===== src/rtl/snake_move_ctl_pkg.sv =====
// Shared snake encodings, grid widths and default playfield bounds.
// The draw stages import the same package so that they agree on the playfield geometry.
package snake_pkg;

    localparam int X_W = 7;
    localparam int Y_W = 6;

    typedef enum logic [1:0] {
        DIR_UP    = 2'd0,
        DIR_DOWN  = 2'd1,
        DIR_LEFT  = 2'd2,
        DIR_RIGHT = 2'd3
    } dir_t;

    typedef enum logic [1:0] {
        ST_IDLE = 2'd0,
        ST_PLAY = 2'd1,
        ST_OVER = 2'd2
    } state_t;

    // Interior of the 40x20-grid frame at 16 px/grid, centred on 1024x768.
    localparam int DEF_X_MIN           = 13;
    localparam int DEF_X_MAX           = 50;
    localparam int DEF_Y_MIN           = 15;
    localparam int DEF_Y_MAX           = 32;
    localparam int DEF_START_X         = 31;
    localparam int DEF_START_Y         = 23;
    localparam int DEF_FRAMES_PER_MOVE = 8;

    // Opposite directions differ only in the LSB of the encoding.
    function automatic dir_t reverse_dir(input dir_t d);
        return dir_t'(d ^ 2'b01);
    endfunction

endpackage


===== src/rtl/snake_move_ctl_if.sv =====
// Button/vsync inputs and game-state outputs of the snake move controller.
interface snake_move_ctl_if;
    import snake_pkg::*;

    logic           vsync_in;
    logic           btn_up;
    logic           btn_down;
    logic           btn_left;
    logic           btn_right;
    logic           btn_start;
    logic [X_W-1:0] head_x;
    logic [Y_W-1:0] head_y;
    logic [1:0]     dir;
    logic [1:0]     state;
    logic           move_tick;
    logic           game_over;
    logic [15:0]    moves;

    modport master (
        output vsync_in, btn_up, btn_down, btn_left, btn_right, btn_start,
        input  head_x, head_y, dir, state, move_tick, game_over, moves
    );

    modport slave (
        input  vsync_in, btn_up, btn_down, btn_left, btn_right, btn_start,
        output head_x, head_y, dir, state, move_tick, game_over, moves
    );

endinterface


===== src/rtl/snake_move_ctl_frame_tick_gen.sv =====
// Vsync rising-edge detector plus a frames-per-move divider.
// move_stb is high on the frame edge that completes a move period.
module frame_tick_gen #(
    parameter int FRAMES_PER_MOVE = 8
) (
    input  logic pclk,
    input  logic rst_n,
    input  logic vsync_in,
    input  logic en,
    input  logic clr,
    output logic move_stb
);

    localparam int CNT_W = (FRAMES_PER_MOVE > 1) ? $clog2(FRAMES_PER_MOVE) : 1;
    localparam logic [CNT_W-1:0] LAST = CNT_W'(FRAMES_PER_MOVE - 1);

    logic             vsync_q;
    logic [CNT_W-1:0] frame_cnt;
    logic             frame_edge;

    assign frame_edge = vsync_in & ~vsync_q;
    assign move_stb   = en & frame_edge & (frame_cnt == LAST);

    always_ff @(posedge pclk or negedge rst_n) begin
        if (!rst_n) begin
            vsync_q   <= 1'b0;
            frame_cnt <= '0;
        end else begin
            vsync_q <= vsync_in;
            if (clr) begin
                frame_cnt <= '0;
            end else if (en && frame_edge) begin
                frame_cnt <= (frame_cnt == LAST) ? '0 : frame_cnt + CNT_W'(1);
            end
        end
    end

endmodule


===== src/rtl/snake_move_ctl.sv =====
// Snake game sequencer: head position, direction register, move scheduling
// and the IDLE/PLAY/OVER state machine. All outputs are registered.
module snake_move_ctl
    import snake_pkg::*;
#(
    parameter int X_MIN           = DEF_X_MIN,
    parameter int X_MAX           = DEF_X_MAX,
    parameter int Y_MIN           = DEF_Y_MIN,
    parameter int Y_MAX           = DEF_Y_MAX,
    parameter int START_X         = DEF_START_X,
    parameter int START_Y         = DEF_START_Y,
    parameter int FRAMES_PER_MOVE = DEF_FRAMES_PER_MOVE
) (
    input  logic              pclk,
    input  logic              rst_n,
    snake_move_ctl_if.slave   bus
);

    localparam logic [X_W-1:0] X_MIN_C   = X_W'(X_MIN);
    localparam logic [X_W-1:0] X_MAX_C   = X_W'(X_MAX);
    localparam logic [Y_W-1:0] Y_MIN_C   = Y_W'(Y_MIN);
    localparam logic [Y_W-1:0] Y_MAX_C   = Y_W'(Y_MAX);
    localparam logic [X_W-1:0] START_X_C = X_W'(START_X);
    localparam logic [Y_W-1:0] START_Y_C = Y_W'(START_Y);

    state_t         state_r, state_nx;
    logic [X_W-1:0] head_x_r, head_x_nx;
    logic [Y_W-1:0] head_y_r, head_y_nx;
    dir_t           dir_r, dir_nx;
    dir_t           pend_r, pend_nx;
    logic [15:0]    moves_r, moves_nx;
    logic           move_tick_r, move_tick_nx;
    logic           game_over_r, game_over_nx;

    logic           move_stb;
    logic           btn_any;
    dir_t           cand;
    logic           in_bounds;
    logic [X_W-1:0] step_x;
    logic [Y_W-1:0] step_y;

    frame_tick_gen #(
        .FRAMES_PER_MOVE (FRAMES_PER_MOVE)
    ) u_frame_tick_gen (
        .pclk     (pclk),
        .rst_n    (rst_n),
        .vsync_in (bus.vsync_in),
        .en       (state_r == ST_PLAY),
        .clr      (state_r != ST_PLAY),
        .move_stb (move_stb)
    );

    // Highest-priority pressed button; a dropped reversal never falls through.
    always_comb begin
        btn_any = bus.btn_up | bus.btn_down | bus.btn_left | bus.btn_right;
        cand    = DIR_RIGHT;
        if (bus.btn_up) begin
            cand = DIR_UP;
        end else if (bus.btn_down) begin
            cand = DIR_DOWN;
        end else if (bus.btn_left) begin
            cand = DIR_LEFT;
        end
    end

    // Bounds are tested before stepping so the edges of the 7/6-bit range never wrap.
    always_comb begin
        step_x    = head_x_r;
        step_y    = head_y_r;
        in_bounds = 1'b0;
        case (pend_r)
            DIR_UP: begin
                in_bounds = (head_y_r > Y_MIN_C);
                step_y    = head_y_r - Y_W'(1);
            end
            DIR_DOWN: begin
                in_bounds = (head_y_r < Y_MAX_C);
                step_y    = head_y_r + Y_W'(1);
            end
            DIR_LEFT: begin
                in_bounds = (head_x_r > X_MIN_C);
                step_x    = head_x_r - X_W'(1);
            end
            default: begin
                in_bounds = (head_x_r < X_MAX_C);
                step_x    = head_x_r + X_W'(1);
            end
        endcase
    end

    always_comb begin
        state_nx     = state_r;
        head_x_nx    = head_x_r;
        head_y_nx    = head_y_r;
        dir_nx       = dir_r;
        pend_nx      = pend_r;
        moves_nx     = moves_r;
        move_tick_nx = 1'b0;
        case (state_r)
            ST_IDLE: begin
                if (bus.btn_start) begin
                    state_nx = ST_PLAY;
                end
            end
            ST_PLAY: begin
                if (move_stb) begin
                    if (in_bounds) begin
                        head_x_nx    = step_x;
                        head_y_nx    = step_y;
                        dir_nx       = pend_r;
                        move_tick_nx = 1'b1;
                        moves_nx     = (moves_r == 16'hFFFF) ? moves_r : moves_r + 16'd1;
                    end else begin
                        state_nx = ST_OVER;
                    end
                end
                // Reversal is judged against the direction committed by this cycle.
                if (btn_any && (cand != reverse_dir(dir_nx))) begin
                    pend_nx = cand;
                end
            end
            ST_OVER: begin
                if (bus.btn_start) begin
                    state_nx  = ST_IDLE;
                    head_x_nx = START_X_C;
                    head_y_nx = START_Y_C;
                    dir_nx    = DIR_RIGHT;
                    pend_nx   = DIR_RIGHT;
                    moves_nx  = 16'd0;
                end
            end
            default: begin
                state_nx = ST_IDLE;
            end
        endcase
        game_over_nx = (state_nx == ST_OVER);
    end

    always_ff @(posedge pclk or negedge rst_n) begin
        if (!rst_n) begin
            state_r     <= ST_IDLE;
            head_x_r    <= START_X_C;
            head_y_r    <= START_Y_C;
            dir_r       <= DIR_RIGHT;
            pend_r      <= DIR_RIGHT;
            moves_r     <= 16'd0;
            move_tick_r <= 1'b0;
            game_over_r <= 1'b0;
        end else begin
            state_r     <= state_nx;
            head_x_r    <= head_x_nx;
            head_y_r    <= head_y_nx;
            dir_r       <= dir_nx;
            pend_r      <= pend_nx;
            moves_r     <= moves_nx;
            move_tick_r <= move_tick_nx;
            game_over_r <= game_over_nx;
        end
    end

    assign bus.head_x    = head_x_r;
    assign bus.head_y    = head_y_r;
    assign bus.dir       = dir_r;
    assign bus.state     = state_r;
    assign bus.move_tick = move_tick_r;
    assign bus.game_over = game_over_r;
    assign bus.moves     = moves_r;

endmodule


===== src/flat_wrapper.sv =====
// flat-port wrapper written by rule: the top's interface ports become plain ports
module snake_move_ctl_flat import snake_pkg::*;
#(
    parameter int X_MIN           = DEF_X_MIN,
    parameter int X_MAX           = DEF_X_MAX,
    parameter int Y_MIN           = DEF_Y_MIN,
    parameter int Y_MAX           = DEF_Y_MAX,
    parameter int START_X         = DEF_START_X,
    parameter int START_Y         = DEF_START_Y,
    parameter int FRAMES_PER_MOVE = DEF_FRAMES_PER_MOVE
)
  (pclk, rst_n, bus_vsync_in, bus_btn_up, bus_btn_down, bus_btn_left, bus_btn_right, bus_btn_start, bus_head_x, bus_head_y, bus_dir, bus_state, bus_move_tick, bus_game_over, bus_moves);
  snake_move_ctl_if bus_i ();
  input  logic pclk;
  input  logic rst_n;
  input wire logic [$bits(bus_i.vsync_in)-1:0] bus_vsync_in;
  input wire logic [$bits(bus_i.btn_up)-1:0] bus_btn_up;
  input wire logic [$bits(bus_i.btn_down)-1:0] bus_btn_down;
  input wire logic [$bits(bus_i.btn_left)-1:0] bus_btn_left;
  input wire logic [$bits(bus_i.btn_right)-1:0] bus_btn_right;
  input wire logic [$bits(bus_i.btn_start)-1:0] bus_btn_start;
  output wire logic [$bits(bus_i.head_x)-1:0] bus_head_x;
  output wire logic [$bits(bus_i.head_y)-1:0] bus_head_y;
  output wire logic [$bits(bus_i.dir)-1:0] bus_dir;
  output wire logic [$bits(bus_i.state)-1:0] bus_state;
  output wire logic [$bits(bus_i.move_tick)-1:0] bus_move_tick;
  output wire logic [$bits(bus_i.game_over)-1:0] bus_game_over;
  output wire logic [$bits(bus_i.moves)-1:0] bus_moves;
  assign bus_i.vsync_in = bus_vsync_in;
  assign bus_i.btn_up = bus_btn_up;
  assign bus_i.btn_down = bus_btn_down;
  assign bus_i.btn_left = bus_btn_left;
  assign bus_i.btn_right = bus_btn_right;
  assign bus_i.btn_start = bus_btn_start;
  assign bus_head_x = bus_i.head_x;
  assign bus_head_y = bus_i.head_y;
  assign bus_dir = bus_i.dir;
  assign bus_state = bus_i.state;
  assign bus_move_tick = bus_i.move_tick;
  assign bus_game_over = bus_i.game_over;
  assign bus_moves = bus_i.moves;
  snake_move_ctl #(.X_MIN(X_MIN), .X_MAX(X_MAX), .Y_MIN(Y_MIN), .Y_MAX(Y_MAX), .START_X(START_X), .START_Y(START_Y), .FRAMES_PER_MOVE(FRAMES_PER_MOVE)) u_core (.pclk(pclk), .rst_n(rst_n), .bus(bus_i));
endmodule

===== config.mk =====
export PLATFORM = sky130hd
export DESIGN_NAME = snake_move_ctl_flat
export DESIGN_NICKNAME = d
export VERILOG_FILES = /design/src/rtl/snake_move_ctl_pkg.sv /design/src/rtl/snake_move_ctl_if.sv /design/src/rtl/snake_move_ctl_frame_tick_gen.sv /design/src/rtl/snake_move_ctl.sv /design/src/flat_wrapper.sv
export SDC_FILE = /design/constraint.sdc
export NUM_CORES = 1
export LEC_CHECK = 0
export CORE_MARGIN = 3
export CORE_UTILIZATION = 40
export CTS_BUF_LIST = sky130_fd_sc_hd__clkbuf_8
export DETAILED_ROUTE_END_ITERATION = 8
export MAX_ROUTING_LAYER = met4
export PLACE_DENSITY = 0.62
export SYNTH_ARGS = -nofsm -noshare
export SYNTH_HDL_FRONTEND = slang
export SYNTH_SLANG_ARGS = --single-unit

===== constraint.sdc =====
create_clock -name pclk -period 9.35 [get_ports pclk]
set_clock_uncertainty 0.2 [all_clocks]
set_input_delay 1.87 -clock pclk [delete_from_list [all_inputs] [get_ports pclk]]
set_output_delay 1.87 -clock pclk [all_outputs]
set_load 0.05 [all_outputs]

# == Word-level counts from Yosys, hierarchy flattened ==
# Index checks and enable logic that the tools add are counted.
# op_classes
eq_ne,16
muxes,37
n_lt_le_gt_ge,4
addsub,6
n_reduce_logical,12
n_bitwise,8
# ops
op,n
two-way mux 16 bit,4
one-hot mux 16 bit (2 select lines),1
one-hot mux 7 bit (2 select lines),2
one-hot mux 6 bit (2 select lines),2
two-way mux 2 bit,11
two-way mux 7 bit,3
two-way mux 6 bit,3
adder 16 x 1 -> 16 bit (second input constant),1
equality test 16 bit (second input constant),1
AND reduction 5 bit,3
two-way mux 3 bit,3
inequality test 2 x 1 -> 1 bit (second input constant),4
one-hot mux 2 bit (2 select lines),2
adder 7 x 1 -> 7 bit (second input constant),1
> comparator 7 x 4 -> 1 bit (second input constant),1
less-than comparator 7 x 6 -> 1 bit (second input constant),1
subtractor 7 x 1 -> 7 bit (second input constant),1
adder 6 x 1 -> 6 bit (second input constant),1
equality test 2 bit (second input constant),3
> comparator 6 x 4 -> 1 bit (second input constant),1
less-than comparator 6 bit (second input constant),1
inequality test 2 bit (second input constant),3
one-hot mux 2 bit (3 select lines),1
subtractor 6 x 1 -> 6 bit (second input constant),1
other kinds (16),28
# word_totals
word_cells,93
regBits,41

# == Longest topological paths before layout ==
# Gate-level depths: netlist of run 1.
# depth
ltp_word,11
depth_mapped,13
depth_no_buf,12

# == Cells and area by module ==
# From an unflattened synthesis of run 1, not the netlist that was laid out.
# hier_totals
hier_cells,302
hier_area_um2,2807.7
# modules_own_cells
mod,n_inst,area_each_um2,cells_each
snake_move_ctl,1,2585.0,284
frame_tick_gen,1,222.7,18

# == Worst setup path before layout of run 1 ==
# No wires, ideal clock.
# synth_path
kind,input port to flip-flop
from,input bus_vsync_in
to,"register u_core.moves_r[13], in the netlist u_core.bus.moves[13]"
required_time_ns,9.025
cell_stages,8
path_slack_ns,5.827
arrival_ns,3.198
path_cell_list,and3b_1 nand2_1 nand4b_2 buf_2 a21oi_2 and3_1 xnor2_1 nor2_1
# synth_between
elab_chain_cells,5
# synth_rtl
item,line_no,rtl
from (decl),flat_wrapper.sv:16,input wire logic [$bits(bus_i.vsync_in)-1:0] bus_vsync_in;
AND 1 bit,snake_move_ctl_frame_tick_gen.sv:21,assign frame_edge = vsync_in & ~vsync_q;
AND 1 bit (2 in series),snake_move_ctl_frame_tick_gen.sv:22,assign move_stb = en & frame_edge & (frame_cnt == LAST);
inequality test 2 x 1 -> 1 bit (no line),--,
AND reduction 5 bit (no line),--,
to (signal assigned),snake_move_ctl.sv:155,moves_r <= moves_nx;
to (decl),snake_move_ctl.sv:31,"logic [15:0] moves_r, moves_nx;"
# No other way between the ends.
# A chain may end at the register's enable or synchronous reset.

# == Worst setup path after layout of run 1 ==
# Same ends and word-level chain as after synthesis.

==> flow_metrics.py, run 1 <==
metrics = {
    "outcome": {
        "status": "finished clean",
    },
    "synthesis": {
        "synth_edf_count": 0,
        "synthArstFlopShare": 1.00,
        "synth_flop_cell": "dfrtp_1",
        "syn_avg_cell_area_um2": 9.54,
        "synth_cell_types": 50,
        "yosysWarnings": 0,
        "syn_nets": 279,
        "ys_seq_area_frac": 0.427,
        "synth_cells": 256,
        "synth_area_um2": 2440,
        "synth-seq-cells": 41,
    },
    "placement": {
        "io_buffers": 42,
        "hpwl_mm": 4.11,
        "place_congestion": 0.872,
        "place_area_um2": 2920,
    },
    "global_route": {
        "grt_antenna_before_repair": 0,
        "gr-total-overflow": 0,
        "grt_pass1_vias": 1982,
        "grt_pass1_wl_mm": 9.73,
        "grt_util_all_layers": 0.175,
        "grt_max_degree": 42,
    },
    "setup_path": {
        "timing.rr.start": "u_core.pend_r[1]$_DFFE_PN1P_",
        "crit_start": "bus_vsync_in",
        "critPathMaxFanout": 12,
        "critical_path_arrival_ps": 3980,
        "startpoint_type": "input port",
        "cp.required_ps": 9310,
        "worstSetupPathType": "in -> reg",
        "endpoint_kind": "flop",
    },
    "die": {
        "dieWidth_um": 84.1,
        "dieArea_um2": 7080,
        "rows": 27,
        "ios": 43,
        "core_area_um2": 5710,
        "initial_core_util": 0.428,
        "fp.dieH_um": 84.1,
    },
    "final_layout": {
        "n_antenna_cell": 0,
        "area_growth_pct": 23.1,
        "drive_above_1_share": 0.0867,
        "most-common-layout-cells": "41 x clkdlybuf4s50_1, 28 x nor2_1, 28 x dfrtp_1",
        "final_common_cell": "clkdlybuf4s50_1",
        "final_cell_area_um2": 3010,
        "finish.net_count": 322,
    },
    "timing": {
        "slew_viol_final": 0,
        "setup_viol": 0,
        "max_freq_ghz": 0.249,
        "hold_violations": 0,
        "fin_crit_ps": 4020,
        "slew_headroom": 0.392,
        "whs_ps": 314,
        "setup_tns_ps": 0,
        "grt_setup_unrepaired": "false",
        "worstMarginPinSlew_ps": 913,
        "period_share": 0.430,
    },
    "route": {
        "firstDrtPassIters": 4,
        "drt_iter0_drc": 86,
        "via_per_inst": 5.37,
        "wirelength_mm": 5.59,
        "wl_per_cell_um": 15.0,
        "drcViolationCount": 0,
        "num_vias": 1998,
        "ant_nets": 0,
    },
    "clock_network": {
        "numCtsBuffers": 5,
        "cts_hold_buf": 0,
        "cts_sinks": 41,
        "clk_pin_slew_ps": 80,
        "clockRootBuffer": "clkbuf_8",
        "cts_tree": "done",
        "post-cts-setup-buffers": 0,
        "htreeDepth": 2,
        "ctsLongestPathBuffers": 2,
        "clk_latency_ps": 290,
        "cts_resized": 0,
    },
    "power": {
        "power.leakage_nw": 1.35,
        "fin_total_pwr_mw": 0.741,
        "powerDensity_nw_per_um2": 247,
        "peakVddDrop_v": 0.000227,
    },
    "worst_hold_path": {
        "hold_path_class": "reg -> reg",
        "min_from": "u_core.bus.head_y[0]$_DFFE_PN1P_",
    },
    "run": {
        "drv_cap": 0,
    },
}
metal layers:
metal,track usage,share of wire,vias up
li1,-,-,1001
met1,0.247,0.50,954
met2,0.255,0.45,36
met3,0.0296,0.032,7
met4,0.0541,0.013,0
met5,-,0,-
path summary, 6_finish.rpt:
kind                                                    end  slack, ps  cells after the start
min in group asynchronous  u_core.bus.head_x[6]$_DFFE_PN0P_       1510                      1
max reg2reg                    u_core.pend_r[0]$_DFFE_PN1P_       5930                     12
min reg2reg                u_core.bus.head_y[0]$_DFFE_PN1P_        310                      1
max in group asynchronous   u_core.bus.moves[0]$_DFFE_PN0P_       6870                      1
min                        u_core.bus.head_y[0]$_DFFE_PN1P_        310                      1
max                        u_core.bus.moves[13]$_DFFE_PN0P_       5330                      8
cell usage after synthesis, types with 2 or more instances:
| cell | n | area [µm²] |
|---|---|---|
| mux2i_1 | 4 | 40.0 |
| nand3b_1 | 2 | 15.0 |
| clkbuf_1 | 5 | 18.8 |
| ha_1 | 13 | 163 |
| nand2b_1 | 6 | 37.5 |
| a21boi_0 | 2 | 15.0 |
| a21o_1 | 7 | 52.6 |
| or3_1 | 2 | 12.5 |
| nand2_1 | 20 | 75.1 |
| fa_1 | 2 | 40.0 |
| a22oi_1 | 2 | 15.0 |
| nor2_1 | 28 | 105 |
| inv_1 | 12 | 45.0 |
| nand3_1 | 9 | 45.0 |
| xor2_1 | 12 | 105 |
| dfstp_2 | 13 | 342 |
| nor3_1 | 5 | 25.0 |
| nor2b_1 | 3 | 18.8 |
| o22ai_1 | 2 | 12.5 |
| a21oi_1 | 12 | 60.1 |
| o211ai_1 | 2 | 15.0 |
| a2bb2oi_1 | 4 | 35.0 |
| and2_1 | 2 | 12.5 |
| nand4_1 | 7 | 43.8 |
| and4_1 | 2 | 17.5 |
| o21ai_0 | 14 | 70.1 |
| and3_1 | 5 | 31.3 |
| o311a_1 | 2 | 20.0 |
| xnor2_1 | 9 | 78.8 |
| dfrtp_1 | 28 | 701 |
stage by stage:
step	worst slack, ps	utilization	instances
2_1_floorplan	5830	-	256
3_3_place_gp	5070	0.512	364
3_5_place_dp	5030	0.512	364
4_1_cts	5340	0.526	372
5_1_grt	5120	0.526	372
6_report	5330	0.526	372
worst max-delay path: stages:
cell and delay, ps:
clkdlybuf4s50_1 490, and3b_1 240, nand2_1 60, nand4b_2 410, a21oi_2 490, and3_1 240
xnor2_1 120, nor2_1 60
kinds of logic after synthesis:
family / after synthesis / synth area share
simple gates: 97 / 0.205
compound gates: 59 / 0.164
flops: 41 / 0.427
xor+xnor: 21 / 0.0753
buf+inv: 19 / 0.0297
fa+ha+maj: 15 / 0.0830
mux: 4 / 0.0164
sequential cells by signal, indices dropped and copies added (netlist names):
| name | flops |
|---|---|
| u_core.bus.head_x | 7 |
| u_core.bus.game_over | 1 |
| u_core.bus.dir | 2 |
| u_core.u_frame_tick_gen.frame_cnt | 3 |
| u_core.bus.move_tick | 1 |
| u_core.bus.state | 2 |
| u_core.bus.head_y | 6 |
| u_core.u_frame_tick_gen.vsync_q | 1 |
| u_core.bus.moves | 16 |
| u_core.pend_r | 2 |
report_power, final:
part,switching (mW),internal (mW)
Sequential,0.0450,0.227
Clock,0.0621,0.0507
Combinational,0.210,0.146
Total,0.317,0.424
cell type report:
class / count / area [µm²]
fillers: 545 / 2700
multi-input cells: 196 / 1330
flip-flops and latches: 41 / 1040
repair buffers: 42 / 415
well taps: 72 / 90.1
clock buffers: 5 / 68.8
inverters: 13 / 48.8
clock inverters: 3 / 13.8
(Power assumes the default switching activity.)
==> inputs of run 2 (changes only) <==
--- a/config.mk
+++ b/config.mk
@@ -10,7 +10,7 @@
 export CTS_BUF_LIST = sky130_fd_sc_hd__clkbuf_8
 export DETAILED_ROUTE_END_ITERATION = 8
 export MAX_ROUTING_LAYER = met4
-export PLACE_DENSITY = 0.62
+export PLACE_DENSITY = 0.65
 export SYNTH_ARGS = -nofsm -noshare
 export SYNTH_HDL_FRONTEND = slang
 export SYNTH_SLANG_ARGS = --single-unit
==> constraint.sdc (replaced) <==
create_clock -name pclk -period 3.5 [get_ports pclk]
set_clock_uncertainty 0.2 [all_clocks]
set_input_delay 0.7 -clock pclk [delete_from_list [all_inputs] [get_ports pclk]]
set_output_delay 0.7 -clock pclk [all_outputs]
set_load 0.05 [all_outputs]
==> run 2 against run 1 <==
  * Power increased to 2.9 times the previous value
  * Non-clock buffer count increased by 3
  * Setup slack got worse by 5100 ps
  * Global-route usage is 0.098 points lower
  * Sequential power rose to 2.7 times the previous value
  * Utilization rose by 1.4 points
  * Largest cell class unchanged
  * Register-to-register slack lost 5700 ps
==> flow_metrics.py, run 2 (synthesis results as in run 1) <==
metrics = {
    "route": {
        "wirelength_mm": 5.72,
        "drcViolationCount": 0,
        "ant_nets": 0,
        "firstDrtPassIters": 4,
        "via_per_inst": 5.43,
        "wl_per_cell_um": 15.3,
        "drt_iter0_drc": 142,
        "num_vias": 2037,
    },
    "final_layout": {
        "n_antenna_cell": 0,
        "seq_area_um2": 1040,
        "largest_reg_flops": 16,
        "area_growth_pct": 26.4,
        "finish.net_count": 325,
        "final_common_cell": "clkdlybuf4s50_1",
        "drive_above_1_share": 0.102,
        "multi_input_area_um2": 1330,
        "nFillCells": 500,
        "most-common-layout-cells": "41 x clkdlybuf4s50_1, 28 x nor2_1, 28 x dfrtp_1",
    },
    "timing": {
        "max_freq_ghz": 0.304,
        "worstMarginPinSlew_ps": 928,
        "hold_violations": 0,
        "period_share": 0.939,
        "grt_setup_unrepaired": "false",
        "setup_viol": 0,
        "slew_headroom": 0.381,
        "slew_viol_final": 0,
        "setup_tns_ps": 0,
        "whs_ps": 317,
        "fin_crit_ps": 3290,
    },
    "setup_path": {
        "rr_endpoint": "u_core.pend_r[1]$_DFFE_PN1P_",
        "cp.required_ps": 3530,
        "critPathMaxFanout": 12,
        "ff2ff_setup_slack_ps": 210,
        "worstSetupPathType": "reg -> reg",
        "rr_worst_depth": 11,
        "timing.rr.start": "u_core.pend_r[1]$_DFFE_PN1P_",
        "critical_path_arrival_ps": 3320,
        "endpoint_kind": "flop",
        "startpoint_type": "flop",
    },
    "global_route": {
        "grt_pass1_wl_mm": 9.66,
        "grt_max_degree": 42,
        "grt_util_all_layers": 0.174,
        "gr-total-overflow": 0,
        "grt_antenna_before_repair": 0,
        "grt_pass1_vias": 1976,
    },
    "worst_hold_path": {
        "min_delay_path_depth": 2,
        "min_from": "u_core.bus.head_x[0]$_DFFE_PN1P_",
        "worstHoldEndpoint": "u_core.bus.head_x[0]$_DFFE_PN1P_",
        "hold_path_class": "reg -> reg",
    },
    "power": {
        "powerDensity_nw_per_um2": 703,
        "power.leakage_nw": 1.38,
        "peakVddDrop_v": 0.000446,
    },
    "outcome": {
        "status": "finished clean",
    },
    "clock_network": {
        "cts_tree": "done",
        "clockRootBuffer": "clkbuf_8",
        "clk_latency_ps": 300,
        "clk_pin_slew_ps": 90,
        "numCtsBuffers": 5,
        "htreeDepth": 2,
        "cts_sinks": 41,
        "cts_hold_buf": 0,
        "ctsLongestPathBuffers": 2,
    },
    "die": {
        "core_area_um2": 5710,
        "dieArea_um2": 7080,
        "rows": 27,
        "ios": 43,
        "fp.dieH_um": 84.1,
        "dieWidth_um": 84.1,
        "initial_core_util": 0.428,
    },
    "placement": {
        "hpwl_mm": 4.19,
        "place_congestion": 0.884,
        "io_buffers": 42,
    },
    "run": {
        "drv_cap": 0,
    },
}
[run 2: final cells by class]
class                   instances  share of cell area
multi-input cells             196               0.431
flip-flops and latches         41               0.338
inverters                      13              0.0158
well taps                      72              0.0292
clock buffers                   5              0.0223
repair buffers                 45               0.142
clock inverters                 3              0.0223
[run 2: per-stage QoR]
step,power (mW),instances,cell area (µm²),utilization,worst slack [ps]
CTS,2.18,375,3080,0.540,172
floorplan,1.43,256,2440,-,290
detailed placement,1.71,367,2950,0.516,201
global route,2.31,375,3090,0.540,21.5
finish,2.17,375,3090,0.540,214
global placement,1.69,367,2950,0.516,289
[run 2: critical path, cell delays in order (launching register included)]
cell,delay [ps]
dfstp_2,660
inv_1,110
nand2_2,140
inv_1,60
ha_1,190
or4_4,420
or3_4,390
nand4b_2,180
mux2i_1,290
nand2b_1,140
a21oi_1,90
o311a_1,340
[run 2: power breakdown]
group / internal, mW / switching, mW
sequential: 0.607 / 0.120
clock: 0.287 / 0.183
combinational: 0.399 / 0.573
total: 1.29 / 0.876
[run 2: worst max path at each step]
stage / from / to / slack [ps] / cells after the start
global placement: u_core.pend_r[1]$_DFFE_PN1P_ / u_core.pend_r[0]$_DFFE_PN1P_ / 290 / 12
CTS: u_core.pend_r[1]$_DFFE_PN1P_ / u_core.pend_r[1]$_DFFE_PN1P_ / 170 / 11
floorplan: u_core.pend_r[1]$_DFFE_PN1P_ / u_core.pend_r[0]$_DFFE_PN1P_ / 290 / 13
detailed placement: u_core.pend_r[1]$_DFFE_PN1P_ / u_core.pend_r[1]$_DFFE_PN1P_ / 200 / 11
global route: u_core.pend_r[1]$_DFFE_PN1P_ / u_core.pend_r[1]$_DFFE_PN1P_ / 20 / 11
finish: u_core.pend_r[1]$_DFFE_PN1P_ / u_core.pend_r[1]$_DFFE_PN1P_ / 210 / 11
[run 2: metal layers]
metal  share of wire  track usage  vias to the layer above  wire length (µm)
met5               0            -                        -                 0
li1                -            -                     1007                 -
met4           0.012       0.0614                        0                67
met2            0.45        0.253                       51              2580
met3           0.046       0.0276                        8               264
met1            0.49        0.245                      971              2800
[run 2: timing repair]
action | CTS | global route
setup buffers | 0 | 0
setup endpoints to repair | 0 | 2
gates resized for setup | 0 | 1
